### config.mk
export PLATFORM = sky130hd
export DESIGN_NAME = rnn_input_feeder_flat
export DESIGN_NICKNAME = d
export VERILOG_FILES = /design/src/rtl/rnn_pkg.sv /design/src/rtl/rnn_input_feeder_if.sv /design/src/rtl/rnn_sync_fifo.sv /design/src/rtl/rnn_input_feeder.sv /design/src/flat_wrapper.sv
export SDC_FILE = /design/constraint.sdc
export NUM_CORES = 1
export LEC_CHECK = 0
export ABC_CLOCK_PERIOD_IN_PS = 5960
export CAP_MARGIN = 0
export CORE_MARGIN = 2
export CORE_UTILIZATION = 60
export CTS_CLUSTER_SIZE = 28
export DETAILED_ROUTE_END_ITERATION = 7
export MAX_ROUTING_LAYER = met4
export PLACE_DENSITY = 0.79
export SYNTH_ARGS = -nofsm -noshare
export SYNTH_HDL_FRONTEND = slang
export SYNTH_SLANG_ARGS = --single-unit
### constraint.sdc
create_clock -name clk -period 5.96 [get_ports clk]
set_input_delay 1.192 -clock clk [delete_from_list [all_inputs] [get_ports clk]]
set_output_delay 1.192 -clock clk [all_outputs]
set_load 0.005 [all_outputs]
### src/rtl/rnn_pkg.sv
// Shared types and constants for the RNN input feeder slice.
package rnn_pkg;

    localparam int RNN_X_W   = 32;
    localparam int RUN_CNT_W = 16;

    // Launch sequencing for one core run.
    typedef enum logic [1:0] {
        ST_IDLE = 2'd0,
        ST_ARM  = 2'd1,
        ST_RUN  = 2'd2,
        ST_DONE = 2'd3
    } launch_state_e;

    // Saturating +1 for the per-run pop counter.
    function automatic logic [RUN_CNT_W-1:0] sat_inc(input logic [RUN_CNT_W-1:0] v);
        return (&v) ? v : v + RUN_CNT_W'(1);
    endfunction

endpackage

### src/rtl/rnn_input_feeder_if.sv
// Host stream and core consume/launch signals of the input feeder.
interface rnn_input_feeder_if;
    import rnn_pkg::*;

    logic               s_valid;
    logic               s_ready;
    logic [RNN_X_W-1:0] s_data;
    logic               flush;
    logic               busy;
    logic               i_en;
    logic               ready;
    logic [RNN_X_W-1:0] idata;

    // Host + core side: supplies vectors, flush, busy and consume strobes.
    modport master (
        output s_valid, s_data, flush, busy, i_en,
        input  s_ready, ready, idata
    );

    // Feeder side.
    modport slave (
        input  s_valid, s_data, flush, busy, i_en,
        output s_ready, ready, idata
    );

endinterface

### src/rtl/rnn_sync_fifo.sv
// Single-clock FIFO with occupancy counter; head is read combinationally.
module rnn_sync_fifo #(
    parameter int DEPTH = 16,
    parameter int AW    = 4,
    parameter int W     = 32
) (
    input  logic         clk,
    input  logic         reset,
    input  logic         push,
    input  logic         pop,
    input  logic         flush,
    input  logic [W-1:0] wdata,
    output logic [W-1:0] rdata,
    output logic [AW:0]  level,
    output logic         full,
    output logic         empty
);

    logic [W-1:0]  mem [DEPTH];
    logic [AW-1:0] wr_ptr;
    logic [AW-1:0] rd_ptr;
    logic          push_ok;
    logic          pop_ok;

    assign full    = (level == (AW+1)'(DEPTH));
    assign empty   = (level == '0);
    // Flush wins over any same-cycle push or pop.
    assign push_ok = push && !full && !flush;
    assign pop_ok  = pop && !empty && !flush;
    // Empty reads as zero so the core never sees stale storage.
    assign rdata   = empty ? '0 : mem[rd_ptr];

    // Storage is deliberately left unreset.
    always_ff @(posedge clk) begin
        if (push_ok) mem[wr_ptr] <= wdata;
    end

    // Pointers wrap naturally at DEPTH (power of two); level tracks occupancy.
    always_ff @(posedge clk or negedge reset) begin
        if (!reset) begin
            wr_ptr <= '0;
            rd_ptr <= '0;
            level  <= '0;
        end else if (flush) begin
            wr_ptr <= '0;
            rd_ptr <= '0;
            level  <= '0;
        end else begin
            if (push_ok) wr_ptr <= wr_ptr + AW'(1);
            if (pop_ok)  rd_ptr <= rd_ptr + AW'(1);
            case ({push_ok, pop_ok})
                2'b10:   level <= level + (AW+1)'(1);
                2'b01:   level <= level - (AW+1)'(1);
                default: level <= level;
            endcase
        end
    end

endmodule

### src/rtl/rnn_input_feeder.sv
// Buffers host input vectors, launches a core run and tracks it to completion.
module rnn_input_feeder
    import rnn_pkg::*;
#(
    parameter int DEPTH       = 16,
    parameter int AW          = 4,
    parameter int START_LEVEL = 1
) (
    input  logic                 clk,
    input  logic                 reset,
    rnn_input_feeder_if.slave    bus,
    output logic [AW:0]          level,
    output logic                 underflow,
    output logic [RUN_CNT_W-1:0] run_pops,
    output logic                 run_done
);

    localparam logic [1:0]  S_IDLE    = 2'(ST_IDLE);
    localparam logic [1:0]  S_ARM     = 2'(ST_ARM);
    localparam logic [1:0]  S_RUN     = 2'(ST_RUN);
    localparam logic [1:0]  S_DONE    = 2'(ST_DONE);
    localparam logic [AW:0] START_LVL = (AW+1)'(START_LEVEL);

    logic [1:0] state;
    logic [1:0] state_n;
    logic       ready_q;
    logic       flush_eff;
    logic       arm_go;
    logic       push;
    logic       pop;
    logic       full;
    logic       empty;

    // Flush only counts between runs so an active run keeps its data.
    assign flush_eff = bus.flush && (state == S_IDLE);
    assign push      = bus.s_valid && !full;
    assign pop       = bus.i_en && !empty;
    assign arm_go    = (state == S_IDLE) && !flush_eff && (level >= START_LVL) && !bus.busy;

    assign bus.s_ready = !full;
    assign bus.ready   = ready_q;
    assign run_done    = (state == S_DONE);

    rnn_sync_fifo #(
        .DEPTH (DEPTH),
        .AW    (AW),
        .W     (RNN_X_W)
    ) u_fifo (
        .clk   (clk),
        .reset (reset),
        .push  (push),
        .pop   (pop),
        .flush (flush_eff),
        .wdata (bus.s_data),
        .rdata (bus.idata),
        .level (level),
        .full  (full),
        .empty (empty)
    );

    // Launch sequencing: wait for data, hold ready until busy, wait for busy to fall.
    always_comb begin
        state_n = state;
        case (state)
            S_IDLE:  if (arm_go)    state_n = S_ARM;
            S_ARM:   if (bus.busy)  state_n = S_RUN;
            S_RUN:   if (!bus.busy) state_n = S_DONE;
            default: state_n = S_IDLE;
        endcase
    end

    // State and registered ready; ready is high for every ARM cycle.
    always_ff @(posedge clk or negedge reset) begin
        if (!reset) begin
            state   <= S_IDLE;
            ready_q <= 1'b0;
        end else begin
            state   <= state_n;
            ready_q <= (state_n == S_ARM);
        end
    end

    // Sticky underflow, cleared by flush or a new launch.
    always_ff @(posedge clk or negedge reset) begin
        if (!reset)                     underflow <= 1'b0;
        else if (flush_eff || arm_go)   underflow <= 1'b0;
        else if (bus.i_en && empty)     underflow <= 1'b1;
    end

    // Pops counted only while a run is armed or active; held after DONE.
    always_ff @(posedge clk or negedge reset) begin
        if (!reset)
            run_pops <= '0;
        else if (arm_go)
            run_pops <= '0;
        else if (pop && (state == S_ARM || state == S_RUN))
            run_pops <= sat_inc(run_pops);
    end

endmodule

### src/flat_wrapper.sv
// flat-port wrapper written by rule: the top's interface ports become plain ports
module rnn_input_feeder_flat import rnn_pkg::*;
#(
    parameter int DEPTH       = 16,
    parameter int AW          = 4,
    parameter int START_LEVEL = 1
)
  (clk, reset, level, underflow, run_pops, run_done, bus_s_valid, bus_s_data, bus_flush, bus_busy, bus_i_en, bus_s_ready, bus_ready, bus_idata);
  rnn_input_feeder_if bus_i ();
  input  logic clk;
  input  logic reset;
  output logic [AW:0] level;
  output logic underflow;
  output logic [RUN_CNT_W-1:0] run_pops;
  output logic run_done;
  input wire logic [$bits(bus_i.s_valid)-1:0] bus_s_valid;
  input wire logic [$bits(bus_i.s_data)-1:0] bus_s_data;
  input wire logic [$bits(bus_i.flush)-1:0] bus_flush;
  input wire logic [$bits(bus_i.busy)-1:0] bus_busy;
  input wire logic [$bits(bus_i.i_en)-1:0] bus_i_en;
  output wire logic [$bits(bus_i.s_ready)-1:0] bus_s_ready;
  output wire logic [$bits(bus_i.ready)-1:0] bus_ready;
  output wire logic [$bits(bus_i.idata)-1:0] bus_idata;
  assign bus_i.s_valid = bus_s_valid;
  assign bus_i.s_data = bus_s_data;
  assign bus_i.flush = bus_flush;
  assign bus_i.busy = bus_busy;
  assign bus_i.i_en = bus_i_en;
  assign bus_s_ready = bus_i.s_ready;
  assign bus_ready = bus_i.ready;
  assign bus_idata = bus_i.idata;
  rnn_input_feeder #(.DEPTH(DEPTH), .AW(AW), .START_LEVEL(START_LEVEL)) u_core (.clk(clk), .reset(reset), .bus(bus_i), .level(level), .underflow(underflow), .run_pops(run_pops), .run_done(run_done));
endmodule
[Yosys cells after proc, flatten, opt, wreduce, memory -nomap -nowiden]
Memories as Yosys holds them, arrays and structs flattened.
Index checks and enable logic that the tools add are counted.
Cells by class
  add/sub/neg operators: 5
  multiply operators: 0
  divide/modulo/power cells: 0
  magnitude comparators: 1
  eq/ne operators: 8
  shift-type cells: 0
  mux-type cells: 18
  bitwise logic cells: 0
  reduce and logical (&&, ||, !) cells: 27
Operator list (count)
  16-bit two-way mux: 3
  32-bit two-way mux: 1
  16-bit by 1-bit adder with 16-bit output (second input constant): 1
  4-bit two-way mux: 4
  16-bit AND reduction: 1
  1-bit logical AND: 12
  5-bit case mux with 2 select lines: 1
  4-bit by 1-bit adder with 4-bit output (second input constant): 2
  2-bit nonzero test: 4
  2-bit by 1-bit equality test with 1-bit output (second input constant): 3
  2-bit equality test (second input constant): 3
  2-bit two-way mux: 3
  2-bit case mux with 3 select lines: 1
  5-bit by 1-bit adder with 5-bit output (second input constant): 1
  5-bit equality test (second input constant): 1
  5-bit by 1-bit greater-or-equal comparator with 1-bit output (second input constant): 1
  5-bit logical NOT: 1
  5-bit two-way mux: 1
  5-bit by 1-bit subtractor with 5-bit output (second input constant): 1
  1-bit logical NOT: 4
  1-bit two-way mux: 4
  3-bit nonzero test: 1
  2-bit logical NOT: 1
  1-bit logical OR: 2
  2 further kinds: 2
Word-level totals
  bits in registers: 33
  latch bits: 0
  bits in writable memories: 512
  ROM bits: 0
  input port bits: 38
  output and inout port bits: 57
  word-level logic and storage cells: 67
  memories kept: 1
Memories
  u_core.u_fifo.mem: depth 16, bits a word 32, rd ports 1, clocked after memory_dff 0, write ports 1, line rnn_sync_fifo.sv:19  | logic [W-1:0] mem [DEPTH];

[Longest topological paths before layout]
Gate-level depths: netlist of the first run.
  depth in word-level cells: 9
  depth in mapped cells: 11
  mapped depth without buffers: 10

[Modules after synthesis]
From an unflattened synthesis of the first run, not the netlist that was laid out.
Second synthesis, totals
  cell total of the unflattened synthesis: 1002
  area total of the unflattened synthesis: 21633.2 um2
Modules (own cells, without submodules)
  rnn_sync_fifo: instances 1, cells an instance 867, area an instance 20390.8 um2, seq. area each 15700.1 um2
  rnn_input_feeder: instances 1, cells an instance 135, area an instance 1242.4 um2, seq. area each 500.5 um2

[Worst setup path before layout of the first run]
OpenSTA, ideal clock, no wires.
  path kind: input to register
  from: input port bus_flush
  to: memory u_core.u_fifo.mem[0][0], enable pin
  setup time: 0.461 ns
  arrival time: 4.206 ns
  slack: 1.293 ns
  stages on the path: 5
  buffers on the path: 1
  cell sequence: and2_1 -> clkbuf_1 -> nor3_1 -> nand2_1 -> nor3_1
On the way
  word-level cells in the longest chain between the ends: 5
RTL lines
  start, declared: line flat_wrapper.sv:18  | input wire logic [$bits(bus_i.flush)-1:0] bus_flush;
  1-bit logical AND: line rnn_input_feeder.sv:35  | assign flush_eff = bus.flush && (state == S_IDLE);
  1-bit logical NOT: line rnn_sync_fifo.sv:28  | assign push_ok = push && !full && !flush;
  1-bit logical AND: line rnn_sync_fifo.sv:28
  1-bit two-way mux: line rnn_sync_fifo.sv:35  | if (push_ok) mem[wr_ptr] <= wdata;
  1-bit two-way mux (not written as such): line rnn_sync_fifo.sv:35
  end, declared: line rnn_sync_fifo.sv:19
No other way between the ends.

[Worst setup path after layout of the first run]
  from: register u_core.u_fifo.level[1]
  to: output port bus_idata[16]
On the way
  word-level cells in the longest chain between the ends: 2
RTL lines
  start, declared: line rnn_sync_fifo.sv:14  | output logic [AW:0] level,
  start signal, assigned: line rnn_sync_fifo.sv:52  | 2'b10: level <= level + (AW+1)'(1);
  start signal, assigned: line rnn_sync_fifo.sv:53  | 2'b01: level <= level - (AW+1)'(1);
  start signal, assigned: line rnn_sync_fifo.sv:54  | default: level <= level;
  5-bit logical NOT: line rnn_sync_fifo.sv:26  | assign empty = (level == '0);
  32-bit two-way mux: line rnn_sync_fifo.sv:31  | assign rdata = empty ? '0 : mem[rd_ptr];
  end, declared: line flat_wrapper.sv:23  | output wire logic [$bits(bus_i.idata)-1:0] bus_idata;
No other way between the ends.

==> results of run 1 <==
[layout make-up]
cell class | count | area [um^2] | area share [%]
repair buffers | 114 | 1130 | 4.55
well taps | 461 | 577 | 2.32
diodes | 1 | 2.50 | 0.0101
clock buffers | 64 | 1370 | 5.51
multi-input cells | 407 | 5040 | 20.3
inverters | 15 | 56.3 | 0.227
flip-flops and latches | 545 | 16200 | 65.3
clock inverters | 34 | 435 | 1.75
[metal layers]
layer  share of wire, %  GRT usage (%)  up-vias
li1                   -              -     4480
met5                  0              -        -
met4                2.7           7.95        0
met2                 51           40.7      405
met3                5.8           4.25       83
met1                 40           34.7     5490
[Yosys cell counts (10+ instances only)]
master,number,area share [%]
mux2i_1,69,3.2
nand3_1,10,0.23
buf_2,33,0.77
clkbuf_1,13,0.23
ha_1,16,0.93
mux4_2,128,13
nor2_1,28,0.49
a21oi_1,16,0.37
nand2_1,19,0.33
dfrtp_1,33,3.9
inv_1,15,0.26
edfxtp_1,512,72
o22ai_1,32,0.93
[power breakdown]
part / switching, mW / leakage [nW] / internal (mW)
Combinational: 1.34 / 1.93 / 1.49
Sequential: 0.275 / 5.06 / 4.48
Clock: 1.40 / 0.871 / 2.07
[how the worst min path moves through the flow]
stage                                 endpoint  slack (ns)
3_5_place_dp   u_core.run_pops[10]$_DFFE_PN0P_        0.53
2_1_floorplan  u_core.run_pops[10]$_DFFE_PN0P_        0.49
4_1_cts        u_core.run_pops[10]$_DFFE_PN0P_        0.53
5_1_grt        u_core.run_pops[10]$_DFFE_PN0P_        0.55
3_3_place_gp   u_core.run_pops[10]$_DFFE_PN0P_        0.51
6_report       u_core.run_pops[10]$_DFFE_PN0P_        0.54
[critical path, delay by kind of cell (launching register included)]
family | cells | cell delay [ns]
flops | 1 | 0.43
buf+inv | 2 | 0.67
fa+ha+maj | 1 | 0.18
compound gates | 1 | 0.24
simple gates | 2 | 1.42
[logic make-up (layout without fill, tap and decap cells)]
| logic type | after synthesis | in the layout | share of synthesized area (%) |
|---|---|---|---|
| compound gates | 73 | 73 | 2.13 |
| other cells | 0 | 1 | 0 |
| simple gates | 111 | 111 | 2.82 |
| buf+inv | 67 | 227 | 1.42 |
| mux | 197 | 197 | 16.7 |
| fa+ha+maj | 16 | 16 | 0.934 |
| flops | 545 | 545 | 75.6 |
| xor+xnor | 10 | 10 | 0.409 |
[stage by stage]
| step | utilization [%] | area [um^2] | hold slack [ns] | total power, mW | cells |
|---|---|---|---|---|---|
| floorplan | - | 21400 | 0.492 | 6.52 | 1019 |
| global placement | 65.0 | 23000 | 0.512 | 7.59 | 1542 |
| detailed placement | 65.0 | 23000 | 0.526 | 7.66 | 1542 |
| CTS | 70.1 | 24800 | 0.533 | 11.1 | 1640 |
| global route | 70.1 | 24800 | 0.549 | 11.5 | 1641 |
| finish | 70.1 | 24800 | 0.538 | 11.1 | 1641 |
[flip-flops by register name (all words and copies together) (netlist names)]
name and count:
u_core.u_fifo.rd_ptr 4, u_core.u_fifo.wr_ptr 4, u_core.underflow 1, u_core.u_fifo.mem 512
u_core.run_pops 16, u_core.bus.ready 1, u_core.u_fifo.level 5, u_core.state 2
==> reports/results.txt, run 1 <==
asr flop ratio synth: 6.06%
Worst Hold Class: reg -> reg
R2R Setup Slk: 2.36 ns
# hold bufs at CTS: 0
worst skew pair latency: 0.57 ns
first-pass GRT wire length: 67.3 mm
Max Fclk: 211 MHz
Max stage delay on crit path: 0.77 ns
largest net degree at the start of global routing: 49
Worst Skew: 0.0143 ns
CP endpoint kind: primary output
Synth Area per Inst: 21.0 um^2
leakage: 7.86 nW
Crit. Startpoint: u_core.u_fifo.level[1]$_DFFE_PN0P_
post_cts resized: 0
Final Wtd Congestion: 0.807
nets: 1,189
Ports: 95
Tcrit/Tclk final: 79.6%
Period minus WS final: 4.75 ns
Seq/Total Area, Yosys: 75.6%
top_reg_cell synth: edfxtp_1
postcts setup bufs: 0
number of synthesized flops with an enable pin: 512
pwr/cell area: 446 nW/um^2
FF-to-FF End: u_core.u_fifo.mem[13][20]$_DFFE_PP_
CP Launch Type: register
synthesized net count: 1,073
die width: 193 um
Buffers on Ports: 94
critical path type: reg -> out
Worst-path clk slew: 0.07 ns
Worst-Margin Slew: 1.23 ns
WL/cell: 27.0 um
worst hold start: u_core.run_pops[10]$_DFFE_PN0P_
slowest CP cell: nand2b_2
total gr overflow: 0
number of global-route vias before repair: 10,765
dpl ws: 1.64 ns
root buffer cell: clkbuf_16
WL final: 44.4 mm
hold path cells: 1
TritonRoute pass-1 iters: 5
number of fill cells: 2,101
Setup-failing EPs final: 0
Yosys reg bits: 545
Die ar.: 37,200 um^2
worst relative slew slack: 17.9%
Yosys cell types: 50
r2r startpoint: u_core.state[1]$_DFF_PN0_
critical path required time: 4.77 ns
Mapped Cells: 1,019
FP Rows: 69
commonest non-fill, non-tap cells in the layout: 512 x edfxtp_1, 128 x mux4_2, 94 x clkdlybuf4s50_1
post-DR vias/cell: 6.37
Reg2Reg Depth: 6
die height: 193 um
CTS tree: done
synth-to-layout area growth: 15.8%
Arrival @ worst endpoint: 3.55 ns
all-layer global routing usage: 25.6%
H-tree lvl count: 2
Worst Setup EP: bus_idata[16]
status: finished clean
residual DRC count: 0
dpl hpwl: 24.1 mm
Final Slew Violations: 0
initial core utilization: 60.5%
DRT iter0 DRCs: 1,050
crit-path max FO: 32
Max VDD drop: 0.000336 V
most common cell after layout, fill and taps aside: edfxtp_1
total number of yosys warnings: 0
core area: 35,400 um^2
fraction of layout cells with a size suffix above 1: 21.5%
Final Hold Viols: 0
Post-Syn Area: 21,400 um^2
Antenna Nets Post-Route: 0
Max Cap Viol: 0
Fin Setup TNS: 0 ns
DR vias: 10,458
Longest Clk Path Bufs: 3
final worst-path setup slack: 1.21 ns
crit path cell chain: inv_1, ha_1, or4b_1, nand2b_2, o22ai_1, clkdlybuf4s50_1
antenna violations before repair: 1
CTS buffer count: 52
CTS Sinks: 545
RSZ-0062 raised after global routing: false
No activity file was read; power rests on OpenSTA's default activity.
==> inputs of run 2 (changes only) <==
--- a/config.mk
+++ b/config.mk
@@ -5,7 +5,7 @@
 export SDC_FILE = /design/constraint.sdc
 export NUM_CORES = 1
 export LEC_CHECK = 0
-export ABC_CLOCK_PERIOD_IN_PS = 5960
+export ABC_CLOCK_PERIOD_IN_PS = 4500
 export CAP_MARGIN = 0
 export CORE_MARGIN = 2
 export CORE_UTILIZATION = 60
==> constraint.sdc (replaced) <==
create_clock -name clk -period 4.5 [get_ports clk]
set_input_delay 0.9 -clock clk [delete_from_list [all_inputs] [get_ports clk]]
set_output_delay 0.9 -clock clk [all_outputs]
set_load 0.005 [all_outputs]
==> reports/results.txt, run 2 (synthesized netlist as in run 1, its figures left out) <==
status: finished clean (unchanged)
critical path type: reg -> out (unchanged)
post-DR vias/cell: 6.48 (was 6.37)
Final Hold Viols: 0 (unchanged)
initial core utilization: 60.5% (unchanged)
CP endpoint kind: primary output (unchanged)
Arrival @ worst endpoint: 3.38 ns (was 3.55 ns)
Clk pwr share: 29.0% (was 31.4%)
Worst-path clk slew: 0.06 ns (was 0.07 ns)
Ports: 95 (unchanged)
synth-to-layout area growth: 16.6% (was 15.8%)
max reg flops: 512 (unchanged)
WL final: 45.7 mm (was 44.4 mm)
met2 Use GR: 41.5% (was 40.7%)
GRT busiest layer: met2 (unchanged)
dpl ws: 0.721 ns (was 1.64 ns)
Fin Setup TNS: 0 ns (unchanged)
Final Wtd Congestion: 0.813 (was 0.807)
CTS buffer count: 53 (was 52)
Most flops, register: u_core.u_fifo.mem (unchanged)
Final Slew Violations: 0 (unchanged)
all-layer global routing usage: 26.0% (was 25.6%)
H-tree lvl count: 2 (unchanged)
core area: 35,400 um^2 (unchanged)
Sw Pwr: 4.01 mW (was 3.02 mW)
met3 GRT Util: 4.18% (was 4.25%)
Period minus WS final: 4.28 ns
Int Power: 10.4 mW (was 8.05 mW)
Tcrit/Tclk final: 95.1%
die height: 193 um (unchanged)
Die ar.: 37,200 um^2 (unchanged)
Post-DP Area: 23,300 um^2 (was 23,000 um^2)
critical path required time: 3.60 ns (was 4.77 ns)
RSZ-0062 raised after global routing: false (unchanged)
hold slack: 0.525 ns (was 0.538 ns)
post_cts resized: 0 (unchanged)
FP Rows: 69 (unchanged)
Net Sw Frac: 27.8% (was 27.3%)
nets: 1,215 (was 1,189)
Worst-Margin Slew: 0.981 ns (was 1.23 ns)
CP Launch Type: register (unchanged)
first-pass GRT wire length: 68.0 mm (was 67.3 mm)
number of global-route vias before repair: 10,857 (was 10,765)
TritonRoute pass-1 iters: 5 (unchanged)
Antenna Nets Post-Route: 0 (unchanged)
residual DRC count: 0 (unchanged)
Max VDD drop: 0.000389 V (was 0.000336 V)
pwr/cell area: 578 nW/um^2 (was 446 nW/um^2)
Worst Skew: 0.0209 ns (was 0.0143 ns)
worst skew pair latency: 0.56 ns (was 0.57 ns)
die width: 193 um (unchanged)
WL/cell: 27.5 um (was 27.0 um)
Comb pwr share: 27.6% (was 25.6%)
fin area: 25,000 um^2 (was 24,800 um^2)
total gr overflow: 0 (unchanged)
Buffers on Ports: 94 (unchanged)
Max Cap Viol: 0 (unchanged)
# diodes: 0 (was 1)
DRT iter0 DRCs: 930 (was 1,050)
Max Fclk: 234 MHz
Setup-failing EPs final: 0 (unchanged)
CTS tree: done (unchanged)
largest registers: u_core.u_fifo.mem (512), u_core.run_pops (16), u_core.u_fifo.level (5) (unchanged)
final worst-path setup slack: 0.222 ns (was 1.21 ns)
CTS Sinks: 545 (unchanged)
Reg power frac: 43.4% (was 43.0%)
Worst Hold Class: reg -> reg (unchanged)
met1 usage: 35.7% (was 34.7%)
crit-path max FO: 15 (was 32)
largest net degree at the start of global routing: 45 (was 49)
# hold bufs at CTS: 0 (unchanged)
fraction of layout cells with a size suffix above 1: 22.4% (was 21.5%)
dpl hpwl: 26.1 mm (was 24.1 mm)
root buffer cell: clkbuf_16 (unchanged)
Longest Clk Path Bufs: 3 (unchanged)
postcts setup bufs: 0 (unchanged)
antenna violations before repair: 0 (was 1)
worst relative slew slack: 34.3% (was 17.9%)
number of fill cells: 2,086 (was 2,101)
commonest non-fill, non-tap cells in the layout: 512 x edfxtp_1, 128 x mux4_2, 94 x clkdlybuf4s50_1 (unchanged)
leakage: 7.95 nW (was 7.86 nW)
most common cell after layout, fill and taps aside: edfxtp_1 (unchanged)
DR vias: 10,779 (was 10,458)
[run 2: final timing paths]
path / from / end / slack (ns) / cells past startpoint
max: u_core.u_fifo.level[0]$_DFFE_PN0P_ / bus_idata[13] / 0.22 / 6
min: u_core.run_pops[10]$_DFFE_PN0P_ / u_core.run_pops[10]$_DFFE_PN0P_ / 0.53 / 1
max reg2reg: u_core.state[1]$_DFF_PN0_ / u_core.u_fifo.mem[15][30]$_DFFE_PP_ / 1.22 / 7
min reg2reg: u_core.run_pops[10]$_DFFE_PN0P_ / u_core.run_pops[10]$_DFFE_PN0P_ / 0.53 / 1
max in group asynchronous: reset / u_core.run_pops[8]$_DFFE_PN0P_ / 2.87 / 2
min in group asynchronous: reset / u_core.bus.ready$_DFF_PN0_ / 0.86 / 1
[run 2: power by group through the flow]
stage                     Clock [mW]  Combinational [mW]  Sequential (mW)
after global routing            4.43                4.25             6.32
after CTS                       4.24                4.02             6.28
after detailed placement           0                3.99             6.38
after global placement             0                3.91             6.35
after floorplan                    0                2.48             6.15
final                           4.19                3.98             6.27
[run 2: per-stage QoR]
stage / std cells / power [mW] / util (%)
final: 1664 / 14.4 / 70.6
after global routing: 1664 / 15.0 / 70.6
after global placement: 1567 / 10.3 / 65.9
after detailed placement: 1567 / 10.4 / 65.9
after CTS: 1664 / 14.5 / 70.6
after floorplan: 1019 / 8.63 / -
[run 2: routing by layer]
layer / wire length (um) / vias up
li1: - / 4536
met1: 18400 / 5731
met2: 23400 / 432
met3: 2820 / 80
met4: 1060 / 0
met5: 0 / -
[run 2: cell type report]
| cell class | count | area (um^2) | share of cell area, % |
|---|---|---|---|
| Sequential cell | 545 | 16200 | 64.9 |
| Multi-Input combinational cell | 407 | 5040 | 20.2 |
| Timing Repair Buffer | 139 | 1450 | 5.82 |
| Clock buffer | 69 | 1430 | 5.72 |
| Tap cell | 461 | 577 | 2.31 |
| Clock inverter | 28 | 210 | 0.842 |
| Inverter | 15 | 56.3 | 0.225 |
[run 2: worst max-delay path, cell delays in order (launching register included)]
cell,delay (ns)
dfrtp_1,0.48
inv_1,0.10
ha_1,0.21
or4b_1,0.44
nand2_2,0.42
o22ai_1,0.55
clkdlybuf4s50_1,0.62
